## src/rtl/acc_dispatch_mux.sv

```systemverilog
`default_nettype none
// ============================================================================
//  Module      : acc_dispatch_mux
//  Description : Offload dispatcher. Routes each request to one of NUM_ACC
//                accelerator channels using a one-hot select. It records the
//                destination in an order FIFO and returns results to the
//                core in issue order. A zero-hot or multi-hot select produces
//                an error response instead of a dispatch.
//                Optional macro ACC_DISPATCH_RSP_REG_EN registers the
//                response path through a 2-entry skid buffer.
//  Revision    : 1.0 - initial release
// ============================================================================
module acc_dispatch_mux #(
  parameter int NUM_ACC         = 2,
  parameter int DATA_WIDTH      = 32,
  parameter int NUM_RS          = 3,
  parameter int MAX_OUTSTANDING = 4
) (
  input  logic                                 clk_i,
  input  logic                                 rst_ni,
  input  logic                                 req_valid_i,
  output logic                                 req_ready_o,
  input  logic [31:0]                          req_instr_i,
  input  logic [NUM_RS*DATA_WIDTH-1:0]         req_rs_i,
  input  logic [NUM_ACC-1:0]                   req_sel_i,
  output logic [NUM_ACC-1:0]                   acc_q_valid_o,
  input  logic [NUM_ACC-1:0]                   acc_q_ready_i,
  output logic [31:0]                          acc_q_instr_o,
  output logic [NUM_RS*DATA_WIDTH-1:0]         acc_q_rs_o,
  input  logic [NUM_ACC-1:0]                   acc_p_valid_i,
  output logic [NUM_ACC-1:0]                   acc_p_ready_o,
  input  logic [NUM_ACC*5-1:0]                 acc_p_rd_i,
  input  logic [NUM_ACC*DATA_WIDTH-1:0]        acc_p_data_i,
  output logic                                 rsp_valid_o,
  input  logic                                 rsp_ready_i,
  output logic [4:0]                           rsp_rd_o,
  output logic [DATA_WIDTH-1:0]                rsp_data_o,
  output logic                                 rsp_error_o,
  output logic [$clog2(MAX_OUTSTANDING+1)-1:0] outstanding_o
);

  localparam int c_PTR_W = $clog2(MAX_OUTSTANDING);
  localparam int c_IDX_W = (NUM_ACC > 1) ? $clog2(NUM_ACC) : 1;
  localparam int c_CNT_W = $clog2(MAX_OUTSTANDING + 1);

  logic [3:0]            w_sel_cnt;
  logic [c_IDX_W-1:0]    w_sel_idx;
  logic                  w_sel_ok;
  logic                  w_full;
  logic                  w_empty;
  logic                  w_push;
  logic                  w_pop;
  logic                  w_sink_ready;

  logic [c_PTR_W-1:0]    r_wr_ptr;
  logic [c_PTR_W-1:0]    r_rd_ptr;
  logic [c_CNT_W-1:0]    r_count;
  logic                  r_fifo_err [MAX_OUTSTANDING];
  logic [c_IDX_W-1:0]    r_fifo_idx [MAX_OUTSTANDING];
  logic [4:0]            r_fifo_rd  [MAX_OUTSTANDING];

  logic                  w_head_err;
  logic [c_IDX_W-1:0]    w_head_idx;
  logic                  w_ch_valid;
  logic [4:0]            w_ch_rd;
  logic [DATA_WIDTH-1:0] w_ch_data;
  logic                  w_head_valid;
  logic [4:0]            w_head_rd;
  logic [DATA_WIDTH-1:0] w_head_data;

  // Predecode: count hot select bits and remember the (last) hot index
  always_comb begin
    w_sel_cnt = '0;
    w_sel_idx = '0;
    for (int i = 0; i < NUM_ACC; i++) begin
      if (req_sel_i[i]) begin
        w_sel_cnt = w_sel_cnt + 4'd1;
        w_sel_idx = c_IDX_W'(i);
      end
    end
  end

  assign w_sel_ok = (w_sel_cnt == 4'd1);
  assign w_full   = (r_count == c_CNT_W'(MAX_OUTSTANDING));
  assign w_empty  = (r_count == '0);

  // Channel valid ignores the channel's own ready; error requests drive nothing
  assign acc_q_valid_o = (req_valid_i & w_sel_ok & ~w_full) ? req_sel_i : '0;
  assign acc_q_instr_o = req_valid_i ? req_instr_i : '0;
  assign acc_q_rs_o    = req_valid_i ? req_rs_i : '0;

  // Illegal selects are accepted locally so they can return an error in order
  assign w_push      = req_valid_i & ~w_full &
                       (w_sel_ok ? |(acc_q_ready_i & req_sel_i) : 1'b1);
  assign req_ready_o = w_push;

  assign w_head_err = r_fifo_err[r_rd_ptr];
  assign w_head_idx = r_fifo_idx[r_rd_ptr];

  // Order FIFO storage: records the destination of every accepted request
  always_ff @(posedge clk_i) begin
    if (w_push) begin
      r_fifo_err[r_wr_ptr] <= ~w_sel_ok;
      r_fifo_idx[r_wr_ptr] <= w_sel_idx;
      r_fifo_rd[r_wr_ptr]  <= req_instr_i[11:7];
    end
  end

  // Order FIFO pointers and occupancy; full blocks push even if a pop occurs
  always_ff @(posedge clk_i) begin
    if (!rst_ni) begin
      r_wr_ptr <= '0;
      r_rd_ptr <= '0;
      r_count  <= '0;
    end else begin
      if (w_push) r_wr_ptr <= r_wr_ptr + c_PTR_W'(1);
      if (w_pop)  r_rd_ptr <= r_rd_ptr + c_PTR_W'(1);
      case ({w_push, w_pop})
        2'b10:   r_count <= r_count + c_CNT_W'(1);
        2'b01:   r_count <= r_count - c_CNT_W'(1);
        default: r_count <= r_count;
      endcase
    end
  end

  assign outstanding_o = r_count;

  // Select the head channel's result and grant it; other channels stall
  always_comb begin
    w_ch_valid    = 1'b0;
    w_ch_rd       = '0;
    w_ch_data     = '0;
    acc_p_ready_o = '0;
    for (int i = 0; i < NUM_ACC; i++) begin
      if (c_IDX_W'(i) == w_head_idx) begin
        w_ch_valid = acc_p_valid_i[i];
        w_ch_rd    = acc_p_rd_i[i*5 +: 5];
        w_ch_data  = acc_p_data_i[i*DATA_WIDTH +: DATA_WIDTH];
        if (!w_empty && !w_head_err) acc_p_ready_o[i] = w_sink_ready;
      end
    end
  end

  assign w_head_valid = ~w_empty & (w_head_err | w_ch_valid);
  assign w_head_rd    = w_empty ? 5'd0 : (w_head_err ? r_fifo_rd[r_rd_ptr] : w_ch_rd);
  assign w_head_data  = (w_empty | w_head_err) ? '0 : w_ch_data;
  assign w_pop        = w_head_valid & w_sink_ready;

`ifdef ACC_DISPATCH_RSP_REG_EN
  logic                  r_buf_err  [2];
  logic [4:0]            r_buf_rd   [2];
  logic [DATA_WIDTH-1:0] r_buf_data [2];
  logic                  r_buf_wp;
  logic                  r_buf_rp;
  logic [1:0]            r_buf_cnt;
  logic                  w_buf_pop;

  // Accepting while either slot is free keeps one transfer per cycle
  assign w_sink_ready = (r_buf_cnt != 2'd2);
  assign w_buf_pop    = (r_buf_cnt != 2'd0) & rsp_ready_i;

  // Skid buffer data slots
  always_ff @(posedge clk_i) begin
    if (w_pop) begin
      r_buf_err[r_buf_wp]  <= ~w_empty & w_head_err;
      r_buf_rd[r_buf_wp]   <= w_head_rd;
      r_buf_data[r_buf_wp] <= w_head_data;
    end
  end

  // Skid buffer pointers and fill level
  always_ff @(posedge clk_i) begin
    if (!rst_ni) begin
      r_buf_wp  <= 1'b0;
      r_buf_rp  <= 1'b0;
      r_buf_cnt <= 2'd0;
    end else begin
      if (w_pop)     r_buf_wp <= ~r_buf_wp;
      if (w_buf_pop) r_buf_rp <= ~r_buf_rp;
      case ({w_pop, w_buf_pop})
        2'b10:   r_buf_cnt <= r_buf_cnt + 2'd1;
        2'b01:   r_buf_cnt <= r_buf_cnt - 2'd1;
        default: r_buf_cnt <= r_buf_cnt;
      endcase
    end
  end

  assign rsp_valid_o = (r_buf_cnt != 2'd0);
  assign rsp_error_o = rsp_valid_o & r_buf_err[r_buf_rp];
  assign rsp_rd_o    = rsp_valid_o ? r_buf_rd[r_buf_rp] : 5'd0;
  assign rsp_data_o  = rsp_valid_o ? r_buf_data[r_buf_rp] : '0;
`else
  assign w_sink_ready = rsp_ready_i;
  assign rsp_valid_o  = w_head_valid;
  assign rsp_error_o  = ~w_empty & w_head_err;
  assign rsp_rd_o     = w_head_rd;
  assign rsp_data_o   = w_head_data;
`endif

endmodule
`default_nettype wire

```

## config.mk

```make
export PLATFORM = sky130hd
export DESIGN_NAME = acc_dispatch_mux
export DESIGN_NICKNAME = d
export VERILOG_FILES = /design/src/rtl/acc_dispatch_mux.sv
export SDC_FILE = /design/constraint.sdc
export NUM_CORES = 1
export LEC_CHECK = 0
export ABC_AREA = 0
export BUFFER_PORTS_ARGS = -buffer_cell sky130_fd_sc_hd__buf_4
export CAP_MARGIN = 30
export CORE_AREA = 2 2 152 154
export CTS_CLUSTER_SIZE = 24
export DETAILED_ROUTE_END_ITERATION = 10
export DIE_AREA = 0 0 154 156
export GPL_ROUTABILITY_DRIVEN = 0
export PLACE_DENSITY = 0.39
export SYNTH_ARGS = -nofsm -noshare
export SYNTH_HDL_FRONTEND = slang
export SYNTH_SLANG_ARGS = --single-unit
```

## constraint.sdc

```tcl
create_clock -name clk_i -period 4.3 [get_ports clk_i]
set_input_delay 1.29 -clock clk_i [delete_from_list [all_inputs] [get_ports clk_i]]
set_output_delay 1.29 -clock clk_i [all_outputs]
set_load 0.02 [all_outputs]
```

Yosys cells after proc, flatten, opt, wreduce, memory -nomap -nowiden
Memory sizes are Yosys's and may differ from the RTL's. A register that Yosys moved wholly into a read port is not among the register bits.
Cells that the tools add are included.

word-level totals
  register bits after elaboration = 7
  RAM bits = 28
  input bits = 212
  output and inout port bits = 175
  logic and storage cells = 59
  memories = 3

memories
  name        depth  width  read ports  clocked after memory_dff  write ports  line  RTL
  r_fifo_rd   4      5      1           1                         1            60    logic [4:0] r_fifo_rd [MAX_OUTSTANDING];
  r_fifo_err  4      1      1           1                         1            58    logic r_fifo_err [MAX_OUTSTANDING];
  r_fifo_idx  4      1      1           1                         1            59    logic [c_IDX_W-1:0] r_fifo_idx [MAX_OUTSTANDING];

cells by class
  add/subtract/negate cells = 5
  equality and inequality tests = 4
  mux-type cells = 25
  bitwise operators = 13
  reductions and logical operators = 6

operator list
  kind                 count
  $mux 32              3
  $mux 96              1
  $mux 5               3
  $mux 2               7
  $mux 1               9
  $and 1x1->1          7
  $pmux 3 s2           1
  $add 2x1->2 const B  2
  $add 4x1->4 const B  1
  $eq 4x1->1 const B   1
  $mux 4               1
  $add 3x1->3 const B  1
  $eq 3x3->1 const B   1
  $logic_not 3->1      1
  $not 1->1            3
  $sub 3x1->3 const B  1
  $and 2x2->2          1
  $eq 2x1->1 const B   1
  $eq 2x2->1 const B   1
  $logic_not 1->1      2
  $or 1x1->1           2
  $reduce_bool 2->1    1
  $reduce_or 2->1      1
  $logic_and 1x1->1    1

Depth between registers and ports, before layout
  depth in word-level cells = 8
  mapped depth = 10
  depth with buffers taken out = 9

Least setup slack after synthesis
Ideal clock, no wire load.

  path type = input-to-reg
  start point = input port req_sel_i[0]
  end point = register r_count[2] (netlist: outstanding_o[2])
  setup time = 0.076 ns
  data arrival time = 3.260 ns
  required time = 4.224 ns
  path slack = 0.965 ns
  cell stages on the path = 8
  buffers on the path = 0
  path through = nor3b_1 nor4b_4 inv_1 ha_1 fa_1 xnor2_1 or3_1 a21boi_0

on the way
  word-level cells in the longest chain between the ends = 8
  elaborated cells on any way between the ends = 12
  classes of those cells = add/sub: 1; eq/ne: 3; mux: 4; bitwise: 2; reduce/logical: 2

ends and longest elaborated chain
  element                                          line  RTL
  start, declared                                  25    input logic [NUM_ACC-1:0] req_sel_i,
  $mux 1                                           76    if (req_sel_i[i]) begin
  $add 4x1->4                                      77    w_sel_cnt = w_sel_cnt + 4'd1;
  $mux 4                                           76
  $eq 4x1->1                                       83    assign w_sel_ok = (w_sel_cnt == 4'd1);
  $mux 1 (*)                                       94    (w_sel_ok ? |(acc_q_ready_i & req_sel_i) : 1'b1);
  $and 1x1->1 (*)                                  93    assign w_push = req_valid_i & ~w_full &
  named net req_ready_o                            22    output logic req_ready_o,
  $eq 2x1->1 or $eq 2x2->1 (tied branches)         118   case ({w_push, w_pop})
  $pmux 3 s2 or $reduce_bool 2->1 (tied branches)  -
  end signal, assigned                             119   2'b10: r_count <= r_count + c_CNT_W'(1);
  end signal, assigned                             120   2'b01: r_count <= r_count - c_CNT_W'(1);
  end signal, assigned                             121   default: r_count <= r_count;
  end, declared                                    57    logic [c_CNT_W-1:0] r_count;

Mark *: on every way through the listed nets, which the timed path passes. The rest lies on a longest branch.
A chain may end at the register's enable or synchronous reset.

==> impl_summary.log <==
[metrics] worst supply voltage drop on vdd: between 0.0001 and 0.00015 V
[metrics] DIE HEIGHT: about 160 µm
[metrics] path class of the lowest-slack min-delay path: flop to flop
[metrics] Final min period: between 3 and 4 ns
[metrics] most used routing layer: met2
[metrics] worst setup slack before clock tree synthesis: 0.674 ns
[metrics] met1 track demand over resource in global routing: 0.124
[metrics] sequential share of the synthesized area: 0.332
[metrics] fraction of post-synthesis cell area in the top cell type by area: 0.274
[metrics] Post-route DRC: 0
[metrics] met2 usage in global routing: 0.275
[metrics] Post-CTS Repair Setup Buffers: 0
[metrics] area leader, netlist: and2_1
[metrics] global-route total usage across every layer: 0.133
[metrics] overall die area: 24000 µm²
[metrics] worst hold slack after final layout: 0.497 ns
[metrics] flip-flop and latch count after synthesis: 37
[metrics] unrepaired setup endpoints after global routing: false
[metrics] Clock Tree Root: clkbuf_16
[metrics] number of diodes added for antenna fixing: 0
[metrics] number of antenna violations at the first check in global routing: 0
[metrics] cts bufs inserted: 5
[metrics] Static Leakage: roughly 3.1 nW
[metrics] Syn Area/Cell: 8.21 µm²
[metrics] maximum number of pins on one net before global-route repair: 117
[metrics] count of routing violations after the opening detailed-route iteration: 169
[metrics] initial core utilization: 0.138
[metrics] Worst Tran Pin Value: roughly 0.76 ns
[metrics] average wire per standard cell: ~17 µm
[metrics] per-cell via count in the routed design: 3.97
[metrics] via count of the first global-routing pass: roughly 4300
[metrics] number of cells traversed by the worst register-to-register path: 9
[metrics] end-of-flow core utilization: 0.287
[metrics] final design area excluding fillers: 6420 µm²
[metrics] most common cell after layout, fill and taps aside: buf_4
[metrics] final-layout setup total negative slack: 0 ns
[metrics] setup-violating endpoint count in the final report: 0
[metrics] Pins Over Slew Limit: 0
[metrics] Top-Level Pins: 387
[metrics] floorplan die width: 154 µm
[metrics] number of antenna-violating nets in the routed design: 0
[metrics] Post-DP Area: 6290 µm²
[metrics] cell area after synthesis: 3080 µm²
[metrics] most area-consuming cells after synthesis: and2_1 (27%), edfxtp_1 (27%), nand2_1 (9.3%)
[metrics] critical setup path kind: flop to primary output
[metrics] H-Tree Depth: 2
[metrics] highest-count cells in the layout ignoring fill and taps: buf_4 (389), and2_1 (135), nand2_1 (76)
[metrics] Crit path arrival time: 2.38 ns
[metrics] worst slew margin relative to its limit: 0.490
[metrics] Resized Gates After CTS: 0
[metrics] total power per unit cell area: approximately 350 nW/µm²
[metrics] number of buffers inserted for hold repair after clock tree synthesis: 0
[metrics] critical path required time: 3.01 ns
[metrics] startpoint type of the worst setup path: flop
[metrics] remaining global-route overflow: 0
[metrics] area growth from synthesis to layout: 109%
[metrics] net total in the final layout: 962
[metrics] Max Root-Sink Buffers: 2
[metrics] iteration count of the initial detailed-routing pass: 4
[metrics] setup slack on the worst flop-to-flop path: 0.93 ns
[metrics] Critical Path Sink Type: primary output
[metrics] final hold vios: 0
[metrics] least setup slack across all paths after layout: 0.632 ns
[metrics] count of standard-cell rows: 55
[metrics] number of instances in the synthesized netlist: about 380
[metrics] Max-cap violations: 0
[metrics] placed wire-length estimate: 14.6 mm
[metrics] sink count of the clock tree: 37
[metrics] count of buffers from port buffering: 386
[metrics] worst skew pair latency: between 0.2 and 0.3 ns
[metrics] share of cells above drive strength 1: 0.550
[metrics] RR Endpoint: outstanding_o[2]$_SDFFE_PN0P_
[metrics] Global Route met3 Usage: 0.0483
[metrics] timing-limited maximum frequency: ~270 MHz
[metrics] Placeable Area: 22400 µm²
[metrics] vias after detailed routing: 4082
[metrics] post-route clock period utilization: 0.853
[metrics] status: finished, final reports clean
[metrics] Routed Wire Length: 17.2 mm
[metrics] clock transition at the registers of the reported paths: 0.05 ns
[metrics] yosys warns: 0
[metrics] clock tree from TritonCTS: yes
[metrics] Worst Skew: 0.00329 ns
[metrics] top fanout value on the critical path: 28
[metrics] first-pass GRT wire length: between 20 and 25 mm
[metrics] end point of the critical path: rsp_valid_o
[metrics] Cell variety after synth: 34
[metrics] Synth Net Count: 593
## cell usage after synthesis
| cell | number |
|---|---|
| and2_1 | 135 |
| nand2_1 | 76 |
| a21oi_1 | 33 |
| edfxtp_1 | 28 |
| clkbuf_1 | 19 |
| buf_2 | 9 |
| dfxtp_1 | 9 |
| mux2i_1 | 7 |
| mux4_2 | 6 |
| nor2_1 | 6 |
| a311oi_1 | 5 |
| ha_1 | 5 |
| nor3b_1 | 5 |
| inv_1 | 4 |
| xnor2_1 | 4 |
| mux2_2 | 2 |
| nand2b_1 | 2 |
| nand3_1 | 2 |
| nor2b_1 | 2 |
| nor3_1 | 2 |
| a211o_1 | 1 |
| a211oi_2 | 1 |
| a21boi_0 | 1 |
| buf_6 | 1 |
| fa_1 | 1 |
| mux2i_4 | 1 |
| nand3b_1 | 1 |
| nand4_1 | 1 |
| nor3_2 | 1 |
| nor4b_4 | 1 |
| o211ai_1 | 1 |
| o21ai_0 | 1 |
| o31ai_1 | 1 |
| or3_1 | 1 |
## metal layers
metal	vias up	wire (µm)	part of all wire
li1	1967	-	-
met1	1869	5610	0.33
met2	240	9590	0.56
met3	6	1830	0.11
met4	0	136	0.0079
met5	-	0	0
## cell type report
| type | instances | area [µm²] |
|---|---|---|
| flip-flops and latches | 37 | 1020 |
| well taps | 285 | 357 |
| clock buffers | 6 | 129 |
| multi-input cells | 305 | 1930 |
| fillers | 2422 | 15900 |
| repair buffers | 391 | 2970 |
| inverters | 4 | 15.0 |
| clock inverters | 1 | 3.75 |
## worst min-delay path by stage
stage | startpoint | slack (ns) | depth (start not counted) | end
after floorplan | r_rd_ptr[1]$_SDFFE_PN0P_ | 0.45 | 2 | flop
after global placement | r_rd_ptr[1]$_SDFFE_PN0P_ | 0.48 | 2 | r_rd_ptr[1]$_SDFFE_PN0P_
after detailed placement | r_rd_ptr[1]$_SDFFE_PN0P_ | 0.49 | 2 | r_rd_ptr[1]$_SDFFE_PN0P_
after CTS | r_rd_ptr[1]$_SDFFE_PN0P_ | 0.50 | 2 | r_rd_ptr[1]$_SDFFE_PN0P_
after global routing | r_rd_ptr[1]$_SDFFE_PN0P_ | 0.51 | 2 | r_rd_ptr[1]$_SDFFE_PN0P_
final | r_rd_ptr[1]$_SDFFE_PN0P_ | 0.50 | 2 | r_rd_ptr[1]$_SDFFE_PN0P_
## state kept, by name (all words and copies together), names as in the netlist, named ones only
register,flops
r_fifo_idx,4
r_fifo_err,4
r_wr_ptr,2
r_fifo_rd,20
outstanding_o,3
r_rd_ptr,2
## power breakdown
group	switching (W)	internal, W	total [W]
clock network	0.000126	0.000209	0.000336
logic	0.000785	0.000627	0.00141
registers	0.0000436	0.000429	0.000473
## cell families (layout without fill, tap and decap cells)
logic type               count (synthesis)  count (layout)  share of synthesized area
AO/OA/AOI/OAI                           44              44                     0.0837
XOR/XNOR                                 4               4                     0.0114
adder cells (fa/ha/maj)                  6               6                     0.0268
buffers and inverters                   33             402                     0.0463
flip-flops                              37              37                      0.332
multiplexers                            16              16                     0.0813
AND/OR/NAND/NOR                        235             235                      0.419
## critical path, cell delays in order, from the launching register on
cell and delay (ns):
dfxtp_1 0.30, buf_4 0.20, mux4_2 0.81, mux2i_4 0.32
a21oi_1 0.26, buf_4 0.20
## through the flow
step                cells  power, W
floorplan             375   0.00124
global placement     1021   0.00188
detailed placement   1022   0.00192
CTS                  1029   0.00226
global route         1029   0.00238
finish               1029   0.00222
Note: power is estimated with default switching activity, not from simulation.
